$ cat config.mk
export PLATFORM = sky130hd
export DESIGN_NAME = console_adc_seq
export DESIGN_NICKNAME = d
export VERILOG_FILES = /design/src/rtl/console_adc_seq.sv
export SDC_FILE = /design/constraint.sdc
export NUM_CORES = 1
export LEC_CHECK = 0
export BUFFER_PORTS_ARGS = -buffer_cell sky130_fd_sc_hd__buf_4
export CORE_AREA = 10 10 153 155
export DETAILED_ROUTE_END_ITERATION = 16
export DIE_AREA = 0 0 163 165
export PLACE_DENSITY = 0.72
export SLEW_MARGIN = 5
export SYNTH_ARGS = -nofsm -noshare
export SYNTH_HDL_FRONTEND = slang
export SYNTH_SLANG_ARGS = --single-unit
$ cat constraint.sdc
create_clock -name clk -period 4.8 [get_ports clk]
set_input_delay 0.96 -clock clk [delete_from_list [all_inputs] [get_ports clk]]
set_output_delay 0.96 -clock clk [all_outputs]
set_load 0.01 [all_outputs]
$ cat src/rtl/console_adc_seq.sv
// console_adc_seq: conf/conv transaction sequencer fanning a send/wait/read handshake out to N_ADC links,
// capturing per-channel temp/type on conf and flagging channels that stall a phase.
module console_adc_seq #(
  parameter int N_ADC = 8,
  parameter int STAT_W = 32,
  parameter int TO_W = 16,
  parameter int TO_MAX = 16'hFFFF
) (
  input  logic                      clk,
  input  logic                      rst,
  input  logic                      fs_adc_conf,
  output logic                      fd_adc_conf,
  input  logic                      fs_adc_conv,
  output logic                      fd_adc_conv,
  output logic                      fs_send,
  input  logic [N_ADC-1:0]          fd_send,
  input  logic [N_ADC-1:0]          fs_read,
  output logic                      fd_read,
  output logic [3:0]                send_btype,
  output logic [3:0]                read_btype,
  input  logic [15:0]               com_cmd,
  input  logic [N_ADC*STAT_W-1:0]   cache_stat,
  input  logic [N_ADC-1:0]          adc_stat,
  output logic [16+10*N_ADC-1:0]    adc_info,
  output logic [N_ADC-1:0]          err_timeout,
  output logic                      busy
);
  typedef enum logic [2:0] {MAIN_IDLE, MAIN_WAIT, X_IDLE, X_WORK, X_WAIT, X_READ, X_DONE, MAIN_DONE} state_t;
  state_t state, next;
  logic mode, first, phase, timeout;
  logic [TO_W-1:0] cnt;
  logic [N_ADC-1:0] to_err, act, pend;
  logic [15:0] adc_conf;
  logic [2*N_ADC-1:0] type_r;
  logic [8*N_ADC-1:0] temp_r;
  logic unused_ok;
  function automatic logic [1:0] type_map(input logic [7:0] b);
    return b == 8'h55 ? 2'b01 : b == 8'hAA ? 2'b10 : b == 8'hFF ? 2'b11 : 2'b00;
  endfunction
  assign unused_ok = ^cache_stat;
  assign act = adc_stat & ~to_err;
  assign adc_info = {adc_conf, type_r, temp_r};
  assign phase = state inside {X_WORK, X_WAIT, X_READ};
  assign timeout = phase && |pend && cnt == TO_W'(TO_MAX - 1);
  always_comb begin
    for (int i = 0; i < N_ADC; i++) err_timeout[N_ADC-1-i] = to_err[i];
  end
  always_comb begin
    next = state;
    fs_send = 1'b0;
    fd_read = 1'b0;
    fd_adc_conf = 1'b0;
    fd_adc_conv = 1'b0;
    pend = '0;
    busy = state != MAIN_WAIT;
    case (state)
      MAIN_IDLE: next = MAIN_WAIT;
      MAIN_WAIT: next = (fs_adc_conf || fs_adc_conv) ? X_IDLE : MAIN_WAIT;
      X_IDLE:    next = X_WORK;
      X_WORK: begin
        fs_send = 1'b1;
        pend = act & ~fd_send;
        next = !(|pend) ? X_WAIT : timeout ? X_DONE : X_WORK;
      end
      X_WAIT: begin
        pend = act & ~fs_read;
        next = !(|pend) ? X_READ : timeout ? X_DONE : X_WAIT;
      end
      X_READ: begin
        fd_read = 1'b1;
        pend = act & fs_read;
        next = (!(|pend) || timeout) ? X_DONE : X_READ;
      end
      X_DONE: begin
        fd_adc_conf = mode;
        fd_adc_conv = !mode;
        next = (mode ? fs_adc_conf : fs_adc_conv) ? X_DONE : MAIN_DONE;
      end
      MAIN_DONE: next = MAIN_WAIT;
      default:   next = MAIN_IDLE;
    endcase
  end
  always_ff @(posedge clk or posedge rst) begin
    if (rst) begin
      state <= MAIN_IDLE;
      mode <= 1'b0;
      first <= 1'b0;
      cnt <= '0;
      to_err <= '0;
      send_btype <= 4'h0;
      read_btype <= 4'h0;
      adc_conf <= '0;
      type_r <= '0;
      temp_r <= '0;
    end else begin
      state <= next;
      cnt <= (next != state) ? '0 : phase ? cnt + 1'b1 : cnt;
      first <= next == X_DONE && state != X_DONE;
      if (state == MAIN_WAIT) mode <= fs_adc_conf;
      if (state == X_IDLE) begin
        to_err <= '0;
        send_btype <= mode ? 4'h6 : 4'h5;
        read_btype <= mode ? 4'hA : (read_btype == 4'hD ? 4'hE : 4'hD);
      end
      if (timeout) to_err <= to_err | pend;
      // capture once, with timed-out channels already excluded from act
      if (state == X_DONE && first && mode) begin
        adc_conf <= com_cmd;
        for (int i = 0; i < N_ADC; i++) begin
          temp_r[(N_ADC-1-i)*8 +: 8] <= act[i] ? cache_stat[(N_ADC-1-i)*STAT_W +: 8] : 8'h00;
          type_r[(N_ADC-1-i)*2 +: 2] <= act[i] ? type_map(cache_stat[(N_ADC-1-i)*STAT_W+8 +: 8]) : 2'b00;
        end
      end
    end
  end
endmodule
==> results.md <==
* Post-CTS setup-driven buffer insertion count at 0
* Clock tree root buffer cell: sky130_fd_sc_hd__clkbuf_16
* Final core utilization at 0.463
* Time the final worst path needs with I/O delays and setup at around 3200 ps
* Vias in the first global route at 5998
* Via total after detailed routing at roughly 5900
* Hold Path Sink: type_r[9]
* Reg2Reg Setup Slack at 1620 ps
* Remaining antenna violation count at 0
* Hold slack at between 400 and 500 ps
* Total Power Consumption at roughly 4.2 mW
* CTS Hold Buffers Added at 0
* Setup clock skew after layout at 9.82 ps
* Total detailed-routing wirelength at roughly 22 mm
* Antenna diode instance count at 0
* Setup-violating endpoint count in the final report at 0
* Share of power burned in the clock network at 0.329
* Synth Instances at 644
* First element of the critical path: state[0]
* Syn avg cell area at 9.76 µm²
* Slew HR at 0.391
* IO Port Bufs at 287
* Cell depth of the worst min-delay path at 1
* Proportion of power drawn by flip-flops and latches at 0.348
* Transition time of the tightest slew-check pin at 913 ps
* Total leakage power at 4.62 nW
* Vias per Instance at 4.87
* Status: complete, no violations
* Number of DRC violations after detailed routing at 0
* Post-synthesis instance area at 0.00628 mm²
* Floorplan row count at 52
* Number of H-tree levels at 4
* Total GRT Usage at 0.158
* Summed area of non-filler cells in the final layout at 0.00933 mm²
* Count of endpoints failing hold in the final timing report at 0
* Filler Cells Inserted at 1958
* Final-stage net count at 1225
* Share of layout cells above drive strength 1 at 0.399
* Logic gate share of total power at 0.323
* RSZ-0062 raised after global routing: no
* I/O pin total at 417
* Total global routing overflow at 0
* Source-to-sink clock delay at the later pin of the worst-skew pair at ~400 ps
* Synthesized flop and latch total at 130
* Fin Setup TNS at 0 ps
* Startpoint of the most critical register-to-register path: state[0]
* Data arrival time of the critical path at 3450 ps
* Placed Area at 0.00871 mm²
* Net switching share of the total power at 0.331
* Worst setup slack before clock tree synthesis at 1480 ps
* Predominant post-synthesis flop cell: sky130_fd_sc_hd__dfrtp_1
* Area inside the core boundary at 0.0202 mm²
* Clk sinks at 130
* Half-perimeter wire length after detailed placement at 17.3 mm
* Post-Layout Cell Count at approximately 1200
* Die width at between 150 and 200 µm
* Net Sw Power at between 1 and 1.5 mW
* Synthesis-to-layout area growth at 48.5%
* Int Pwr at 2.78 mW
* Post-synthesis sequential area ratio at 0.518
* Drt pass-1 iters at 7
* Number of cells in the design after placement at 1174
* Worst reg2reg endpoint: cnt[14]
* Worst r2r path cells at 8
* Maximum vdd drop at 0.284 mV
* Total Die Area at 0.0269 mm²
* Critical Path Source Type: flip-flop
* Clock tree from TritonCTS: yes
* Critical path start-end classification: reg2reg
* Wire length of the first global-routing pass at between 30 and 40 mm
* Unique cell type count in the Yosys netlist at 57
* Number of flops mapped to enable cells by yosys at 0
* Achievable Freq at 315 MHz
* Total power divided by cell area at between 400 and 500 mW/mm²
* Max Transition Viols Final at 0
* Maximum number of pins on one net before global-route repair at 91
* Critical Path RT at 5080 ps
* Number of max-cap violations at 0
* Max Fanout on Critical Path at 26
* Die Y at 165 µm
* Share of flip-flops with an asynchronous set or reset after synthesis at 1.00
* WL per Instance at 18.3 µm
* Maximum clock insertion buffer count at 2
* Placer congestion estimate at 0.872
* Source of the worst hold timing path: type_r[9]
* Initial antenna violation count at 1
* Number of buffers inserted during clock tree synthesis at 17
* Post-CTS clock slew at the launch and capture registers of the worst setup and hold paths at around 60 ps
* Starting density of the core at 0.311
* Share of the clock period used by the worst path at 0.662
* Count of synthesis-stage warnings from yosys at 0
* Kind of path behind the tightest hold check: reg2reg
* Setup WS post-layout at 1620 ps
* Number of DRC markers after the initial detailed-route iteration at 481
* # resized after CTS at 0
* Kind of capture point of the worst setup path: flip-flop
* Number of nets in the synthesized netlist at 946
[worst max path at each step]
stage	end	cells past startpoint
6_report	cnt[14]	8
5_1_grt	cnt[14]	8
4_1_cts	cnt[14]	8
3_5_place_dp	cnt[1]	8
3_3_place_gp	cnt[1]	8
2_1_floorplan	adc_conf[0]	1
[critical path, stage by stage, from the launching register on]
cell and delay, ps:
sky130_fd_sc_hd__dfrtp_1 320, sky130_fd_sc_hd__buf_4 300, sky130_fd_sc_hd__nand3b_1 450, sky130_fd_sc_hd__nand2_2 350, sky130_fd_sc_hd__nand2_1 100, sky130_fd_sc_hd__nor4_2 430
sky130_fd_sc_hd__a21boi_4 460, sky130_fd_sc_hd__o31a_2 510, sky130_fd_sc_hd__nor3_1 110
[per-layer routing]
metal	track usage	wire, µm	part of all wire
met2	0.251	10500	0.48
met1	0.192	9050	0.41
met5	0	13	0.00059
met3	0.0712	2370	0.11
met4	0.0340	128	0.0058
[layout make-up]
class                           instances  area [µm²]  area share
Sequential cell                       130        3250       0.349
Multi-Input combinational cell        468        2830       0.303
Timing Repair Buffer                  300        2260       0.243
Clock buffer                           19         443      0.0475
Tap cell                              270         338      0.0362
Clock inverter                         13         174      0.0186
Inverter                                6        27.5     0.00295
[synthesized netlist by cell type (9+ instances only)]
library cell                number  area share
sky130_fd_sc_hd__dfrtp_1       130        0.52
sky130_fd_sc_hd__nand2b_1        9      0.0090
sky130_fd_sc_hd__nand2_1       149       0.089
sky130_fd_sc_hd__nand4_1        21       0.021
sky130_fd_sc_hd__mux2_2         18       0.032
sky130_fd_sc_hd__xor2_1         16       0.022
sky130_fd_sc_hd__or4_1          16       0.019
sky130_fd_sc_hd__nor2b_1        10       0.010
sky130_fd_sc_hd__clkbuf_1       25       0.015
sky130_fd_sc_hd__nor2_1         27       0.016
sky130_fd_sc_hd__a21o_1         17       0.020
sky130_fd_sc_hd__o22ai_1         9      0.0090
sky130_fd_sc_hd__nor3_2         10       0.016
sky130_fd_sc_hd__o21ai_0        69       0.055
sky130_fd_sc_hd__a2111oi_0      17       0.024
sky130_fd_sc_hd__nor3_1          9      0.0072
[registers in the layout, summed over array words and instances (netlist names)]
name        cells
adc_conf       16
cnt            16
to_err          8
read_btype      4
mode            1
send_btype      1
temp_r         64
type_r         16
state           3
first           1
[cells by family after synthesis]
group / share of synthesized area
simple gates: 0.218
compound gates: 0.161
flops: 0.518
buf+inv: 0.0339
xor+xnor: 0.0321
mux: 0.0323
fa+ha+maj: 0.00398
other cells: 0.000597
[power groups by stage]
stage	registers [mW]	logic [mW]	clock network, mW
5_1_grt	1.47	1.48	1.46
6_report	1.45	1.34	1.37
3_3_place_gp	1.46	1.34	0
4_1_cts	1.45	1.36	1.41
2_1_floorplan	1.52	0.708	0
3_5_place_dp	1.47	1.36	0
[cell usage in the layout, fill, tap and decap left out, drive strengths merged, types with 3 or more instances in the layout]
cell type  count
buf          300
nand2        150
dfrtp        130
o21ai         70
nor2          27
nand4         21
a2111oi       19
clkbuf        19
nor3          19
mux2          18
a21o          17
or4           16
xor2          16
inv           11
nor2b         10
nand2b         9
o22ai          9
and3           7
xnor2          7
a31oi          7
a21oi          4
nand3          4
nor3b          4
nand3b         3
a2bb2oi        3
bufinv         3
clkinv         3
Power figures use the tool's default switching activity.
